==> config.mk <==
export PLATFORM = sky130hd
export DESIGN_NAME = hdmi_tx
export DESIGN_NICKNAME = d
export VERILOG_FILES = /design/src/rtl/hdmi_tx.sv
export SDC_FILE = /design/constraint.sdc
export NUM_CORES = 1
export LEC_CHECK = 0
export ABC_CLOCK_PERIOD_IN_PS = 27000
export CAP_MARGIN = 20
export CORE_MARGIN = 2
export CORE_UTILIZATION = 25
export CTS_CLUSTER_DIAMETER = 50
export DETAILED_ROUTE_END_ITERATION = 12
export MAX_ROUTING_LAYER = met4
export SKIP_LAST_GASP = 1
export SLEW_MARGIN = 20
export SYNTH_ARGS = -nofsm -noshare
export SYNTH_HDL_FRONTEND = slang
export SYNTH_SLANG_ARGS = --single-unit
==> constraint.sdc <==
create_clock -name clk_pixel -period 27 [get_ports clk_pixel]
set_input_delay 5.4 -clock clk_pixel [delete_from_list [all_inputs] [get_ports clk_pixel]]
set_output_delay 5.4 -clock clk_pixel [all_outputs]
set_load 0.005 [all_outputs]
==> src/rtl/hdmi_tx.sv <==
// DVI/HDMI video transmitter: CEA-861 raster counters, 2-stage pipeline, TMDS 8b/10b encoding.
// Emits three parallel 10-bit channel words plus the TMDS clock pattern; serialisation is external.
module hdmi_tx #(
  parameter int VIDEO_ID_CODE = 4,
  parameter int START_X       = 0,
  parameter int START_Y       = 0
) (
  input  logic        clk_pixel,
  input  logic        resetn,
  input  logic [23:0] rgb,
  output logic [10:0] cx,
  output logic [9:0]  cy,
  output logic [10:0] frame_width,
  output logic [9:0]  frame_height,
  output logic [29:0] tmds,
  output logic [9:0]  tmds_clock
);

  localparam bit Vic1 = (VIDEO_ID_CODE == 1);

  localparam logic [10:0] HAct       = Vic1 ? 11'd640 : 11'd1280;
  localparam logic [10:0] HSyncStart = Vic1 ? 11'd656 : 11'd1390;
  localparam logic [10:0] HSyncEnd   = Vic1 ? 11'd752 : 11'd1430;
  localparam logic [10:0] FrameW     = Vic1 ? 11'd800 : 11'd1650;
  localparam logic [9:0]  VAct       = Vic1 ? 10'd480 : 10'd720;
  localparam logic [9:0]  VSyncStart = Vic1 ? 10'd490 : 10'd725;
  localparam logic [9:0]  VSyncEnd   = Vic1 ? 10'd492 : 10'd730;
  localparam logic [9:0]  FrameH     = Vic1 ? 10'd525 : 10'd750;
  // Negative-polarity modes drive the sync lines low while asserted.
  localparam logic        SyncNeg    = Vic1 ? 1'b1 : 1'b0;

  localparam logic [10:0] StartX   = 11'(START_X);
  localparam logic [9:0]  StartY   = 10'(START_Y);
  localparam logic [9:0]  CtrlIdle = 10'b1101010100;

  if (VIDEO_ID_CODE != 1 && VIDEO_ID_CODE != 4) begin : g_bad_vic
    $error("hdmi_tx: unsupported VIDEO_ID_CODE");
  end

  assign frame_width  = FrameW;
  assign frame_height = FrameH;
  assign tmds_clock   = 10'b0000011111;

  function automatic logic [9:0] ctrl_code(input logic [1:0] c);
    logic [9:0] code;
    unique case (c)
      2'b00:   code = 10'b1101010100;
      2'b01:   code = 10'b0010101011;
      2'b10:   code = 10'b0101010100;
      default: code = 10'b1010101011;
    endcase
    return code;
  endfunction

  // Returns {next disparity, 10-bit word} for one active-video byte.
  function automatic logic [14:0] tmds_encode(input logic [7:0] d, input logic signed [4:0] cnt);
    logic [3:0]        n1d;
    logic              use_xnor;
    logic [8:0]        qm;
    logic [3:0]        n1q;
    logic [3:0]        n0q;
    logic signed [4:0] diff;
    logic signed [4:0] cnt_n;
    logic [9:0]        word;
    n1d = 4'd0;
    for (int i = 0; i < 8; i++) begin
      n1d = n1d + {3'b000, d[i]};
    end
    use_xnor = (n1d > 4'd4) || ((n1d == 4'd4) && !d[0]);
    qm[0] = d[0];
    for (int i = 1; i < 8; i++) begin
      qm[i] = use_xnor ? ~(qm[i-1] ^ d[i]) : (qm[i-1] ^ d[i]);
    end
    qm[8] = ~use_xnor;
    n1q = 4'd0;
    for (int i = 0; i < 8; i++) begin
      n1q = n1q + {3'b000, qm[i]};
    end
    n0q  = 4'd8 - n1q;
    diff = $signed({1'b0, n1q}) - $signed({1'b0, n0q});
    if ((cnt == 5'sd0) || (n1q == n0q)) begin
      word  = {~qm[8], qm[8], qm[8] ? qm[7:0] : ~qm[7:0]};
      cnt_n = qm[8] ? (cnt + diff) : (cnt - diff);
    end else if (((cnt > 5'sd0) && (n1q > n0q)) || ((cnt < 5'sd0) && (n0q > n1q))) begin
      word  = {1'b1, qm[8], ~qm[7:0]};
      cnt_n = cnt + (qm[8] ? 5'sd2 : 5'sd0) - diff;
    end else begin
      word  = {1'b0, qm[8], qm[7:0]};
      cnt_n = cnt - (qm[8] ? 5'sd0 : 5'sd2) + diff;
    end
    return {cnt_n, word};
  endfunction

  logic [10:0]       cx_d;
  logic [9:0]        cy_d;
  logic              de_c;
  logic              hsync_c;
  logic              vsync_c;
  logic              de_q;
  logic              hsync_q;
  logic              vsync_q;
  logic [23:0]       rgb_q;
  logic [29:0]       tmds_d;
  logic signed [4:0] cnt_q  [3];
  logic signed [4:0] cnt_d  [3];
  logic signed [4:0] cnt_nx [3];
  logic [9:0]        word_nx [3];

  always_comb begin
    cx_d = cx + 11'd1;
    cy_d = cy;
    if (cx == FrameW - 11'd1) begin
      cx_d = 11'd0;
      cy_d = (cy == FrameH - 10'd1) ? 10'd0 : cy + 10'd1;
    end
  end

  always_comb begin
    de_c    = (cx < HAct) && (cy < VAct);
    hsync_c = ((cx >= HSyncStart) && (cx < HSyncEnd)) ^ SyncNeg;
    vsync_c = ((cy >= VSyncStart) && (cy < VSyncEnd)) ^ SyncNeg;
  end

  // Channel order: ch0 = blue, ch1 = green, ch2 = red; only ch0 carries sync in blanking.
  always_comb begin
    tmds_d = '0;
    for (int ch = 0; ch < 3; ch++) begin
      {cnt_nx[ch], word_nx[ch]} = tmds_encode(rgb_q[ch*8 +: 8], cnt_q[ch]);
      if (de_q) begin
        tmds_d[ch*10 +: 10] = word_nx[ch];
        cnt_d[ch]           = cnt_nx[ch];
      end else begin
        tmds_d[ch*10 +: 10] = ctrl_code((ch == 0) ? {vsync_q, hsync_q} : 2'b00);
        cnt_d[ch]           = 5'sd0;
      end
    end
  end

  always_ff @(posedge clk_pixel) begin
    if (!resetn) begin
      cx      <= StartX;
      cy      <= StartY;
      de_q    <= 1'b0;
      hsync_q <= 1'b0;
      vsync_q <= 1'b0;
      rgb_q   <= '0;
      tmds    <= {3{CtrlIdle}};
      for (int ch = 0; ch < 3; ch++) begin
        cnt_q[ch] <= 5'sd0;
      end
    end else begin
      cx      <= cx_d;
      cy      <= cy_d;
      de_q    <= de_c;
      hsync_q <= hsync_c;
      vsync_q <= vsync_c;
      rgb_q   <= rgb;
      tmds    <= tmds_d;
      for (int ch = 0; ch < 3; ch++) begin
        cnt_q[ch] <= cnt_d[ch];
      end
    end
  end

endmodule

==> out/qor.txt <==
Status - finished clean
Worst Path Required - 27.19 ns
Vias per cell - 4.21
#FFs+latches synth - 93
Area leader, netlist - dfxtp_1
Slew Limit Headroom - 32.6%
Root Driver - clkbuf_16
Max Root-Sink Buffers - 2
Crit start category - flop
Die Footprint - 0.0307 sq mm
DP Worst Slack - 17.12 ns
Post-synth EDFFs - 0
# hold bufs at CTS - 0
Top Family by Delay on Critical Path - adder cells
Clk_skew - 0.0128 ns
Crit path DAT - 10.10 ns
IO buf count - 76
Drt wl/cell - 12.3 microns
Commonest non-fill, non-tap cell in the layout - inv_1
Reg2Reg Setup Slack - 17.09 ns
Initial Util - 25.4%
Post-Syn Area - 0.00732 sq mm
Post-Syn Instances - 813
CTS tree - built
# DRC - 0
Yosys top cell area share - 25.4%
Vias in the first global route - 5,127
DP Wirelength - 12,400 microns
Critical Path Sink Type - flop
GPL Wtd Cong - 0.837
Antenna viol nets, final - 0
RR Startpoint - rgb_q[0]$_SDFF_PN0_
# IOs - 108
Post-synth top flop - dfxtp_1
Share of layout cells above drive strength 1 - 5.74%
Synthesized area per cell - 9.00 sq um
Final hold viol count - 0
Final #Nets - 1,018
Final setup margin - 17.09 ns
Row cnt - 62
First-pass iteration count of the detailed router - 4
Layout Utilization - 30.2%
Chip Width - 175 microns
Hold Crit Depth - 1
Placed cell count - 1,257
Antenna violations before repair - 1
Slew Limit Fails - 0
Buf+Inv Stages, Crit Path - 6
Setup bufs post-CTS - 0
Later-pin clock latency in the skew report - 0.35 ns
Fin crit share - 36.7%
Synth area leaders - dfxtp_1 (25%), ha_1 (12%), fa_1 (9.8%)
Via count - 5,359
Clock-pin slew on the worst setup and hold paths - 0.07 ns
Max Freq - 101 MHz
Seq/Total Area, Yosys - 25.4%
Grt ovf - 0
Crit path max-delay cell type - fa_1
CP max FO - 9
Setup total negative slack - 0 ns
Finished Layout Cells - 1,274
Synth unique cells - 75
CORE AREA - 0.0288 sq mm
Drt initial violations - 239
Slowest stage delay, CP - 0.64 ns
Area growth, synth to finish - 18.8%
Worst r2r dst - cnt_q[0][4]$_SDFF_PN0_
Tightest Pin Transition - 1.01 ns
Clock buffer count from CTS - 9
Reg2Reg Depth - 33
First-pass GRT wire length - 26,300 microns
Synth warn - 0
Cts repair resizes - 0
Max-Cap Viols - 0
H-tree Lvls - 3
CP dominant cell by count - fa_1
Path type of the worst setup path - flop to flop
Asr flop ratio synth - 0%
Most frequent cells in the layout - inv_1 (105), dfxtp_1 (93), clkdlybuf4s50_1 (76)
RSZ-0062 raised after global routing - false
Min Clock Period, post-route - 9.91 ns
TritonCTS Sinks - 93
WL final - 15,700 microns
Total GRT Usage - 10.8%
Final setup fails - 0
Die Ht - 175 microns
Pin count of the biggest net entering global routing - 39
Min-Delay Path Class - flop to flop
[area by class of cell]
class | count | area (sq um)
multi-input cells | 593 | 4850
clock buffers | 9 | 225
repair buffers | 79 | 783
well taps | 384 | 480
clock inverters | 7 | 88.8
inverters | 108 | 405
flip-flops and latches | 93 | 1860
diodes | 1 | 2.50
fillers | 3045 | 20100
[metal layers]
metal	global-route usage (%)	vias to the layer above	share of wire [%]
met5	-	-	0
met4	2.15	0	1.1
met3	3.11	13	5.6
met2	15.9	133	43
met1	14.6	2471	50
li1	-	2742	-
[sequential cells by signal (all words and copies together) (netlist names), named ones only]
register  flops
tmds         30
cy           10
cnt_q        12
de_q          1
rgb_q        24
vsync_q       1
hsync_q       1
cx           11
[per-stage QoR]
stage          hold slack (ns)  instance area (sq um)
3_5_place_dp             0.469                   8380
3_3_place_gp             0.472                   8380
2_1_floorplan            0.444                   7430
4_1_cts                  0.491                   8700
6_report                 0.490                   8700
5_1_grt                  0.502                   8700
[worst max-delay path by stage]
stage,from,endpoint,slack (ns),cells after the start
2_1_floorplan,rgb_q[0]$_SDFF_PN0_,cnt_q[0][4]$_SDFF_PN0_,18.00,34
3_3_place_gp,rgb_q[0]$_SDFF_PN0_,cnt_q[0][4]$_SDFF_PN0_,17.41,33
3_5_place_dp,rgb_q[0]$_SDFF_PN0_,cnt_q[0][4]$_SDFF_PN0_,17.12,33
4_1_cts,rgb_q[0]$_SDFF_PN0_,cnt_q[0][4]$_SDFF_PN0_,17.10,33
5_1_grt,rgb_q[0]$_SDFF_PN0_,cnt_q[0][4]$_SDFF_PN0_,16.33,33
6_report,rgb_q[0]$_SDFF_PN0_,cnt_q[0][4]$_SDFF_PN0_,17.09,33
[cells in the mapped netlist, drive strengths merged (6+ instances only)]
| library cell | count |
|---|---|
| xnor2 | 68 |
| ha | 72 |
| clkbuf | 14 |
| a211oi | 7 |
| nand2 | 42 |
| o21a | 7 |
| and2 | 28 |
| a21o | 12 |
| nor3b | 7 |
| inv | 106 |
| nand2b | 7 |
| o211ai | 6 |
| nor2 | 62 |
| o21ai | 30 |
| nor2b | 8 |
| dfxtp | 93 |
| nor3 | 13 |
| a21oi | 34 |
| and3 | 9 |
| fa | 36 |
| or2 | 7 |
| buf | 34 |
| nand3 | 14 |
| xor2 | 28 |
[cells by family after synthesis]
| kind of cell | after synthesis | synth area share [%] |
|---|---|---|
| flops | 93 | 25.4 |
| buf+inv | 156 | 9.78 |
| other cells | 2 | 0.103 |
| simple gates | 220 | 16.1 |
| fa+ha+maj | 108 | 22.2 |
| mux | 8 | 1.32 |
| xor+xnor | 102 | 14.0 |
| compound gates | 124 | 11.1 |
Power is not shown: default switching activity piles up to over one toggle a cycle in this logic, so the estimate is an artifact.
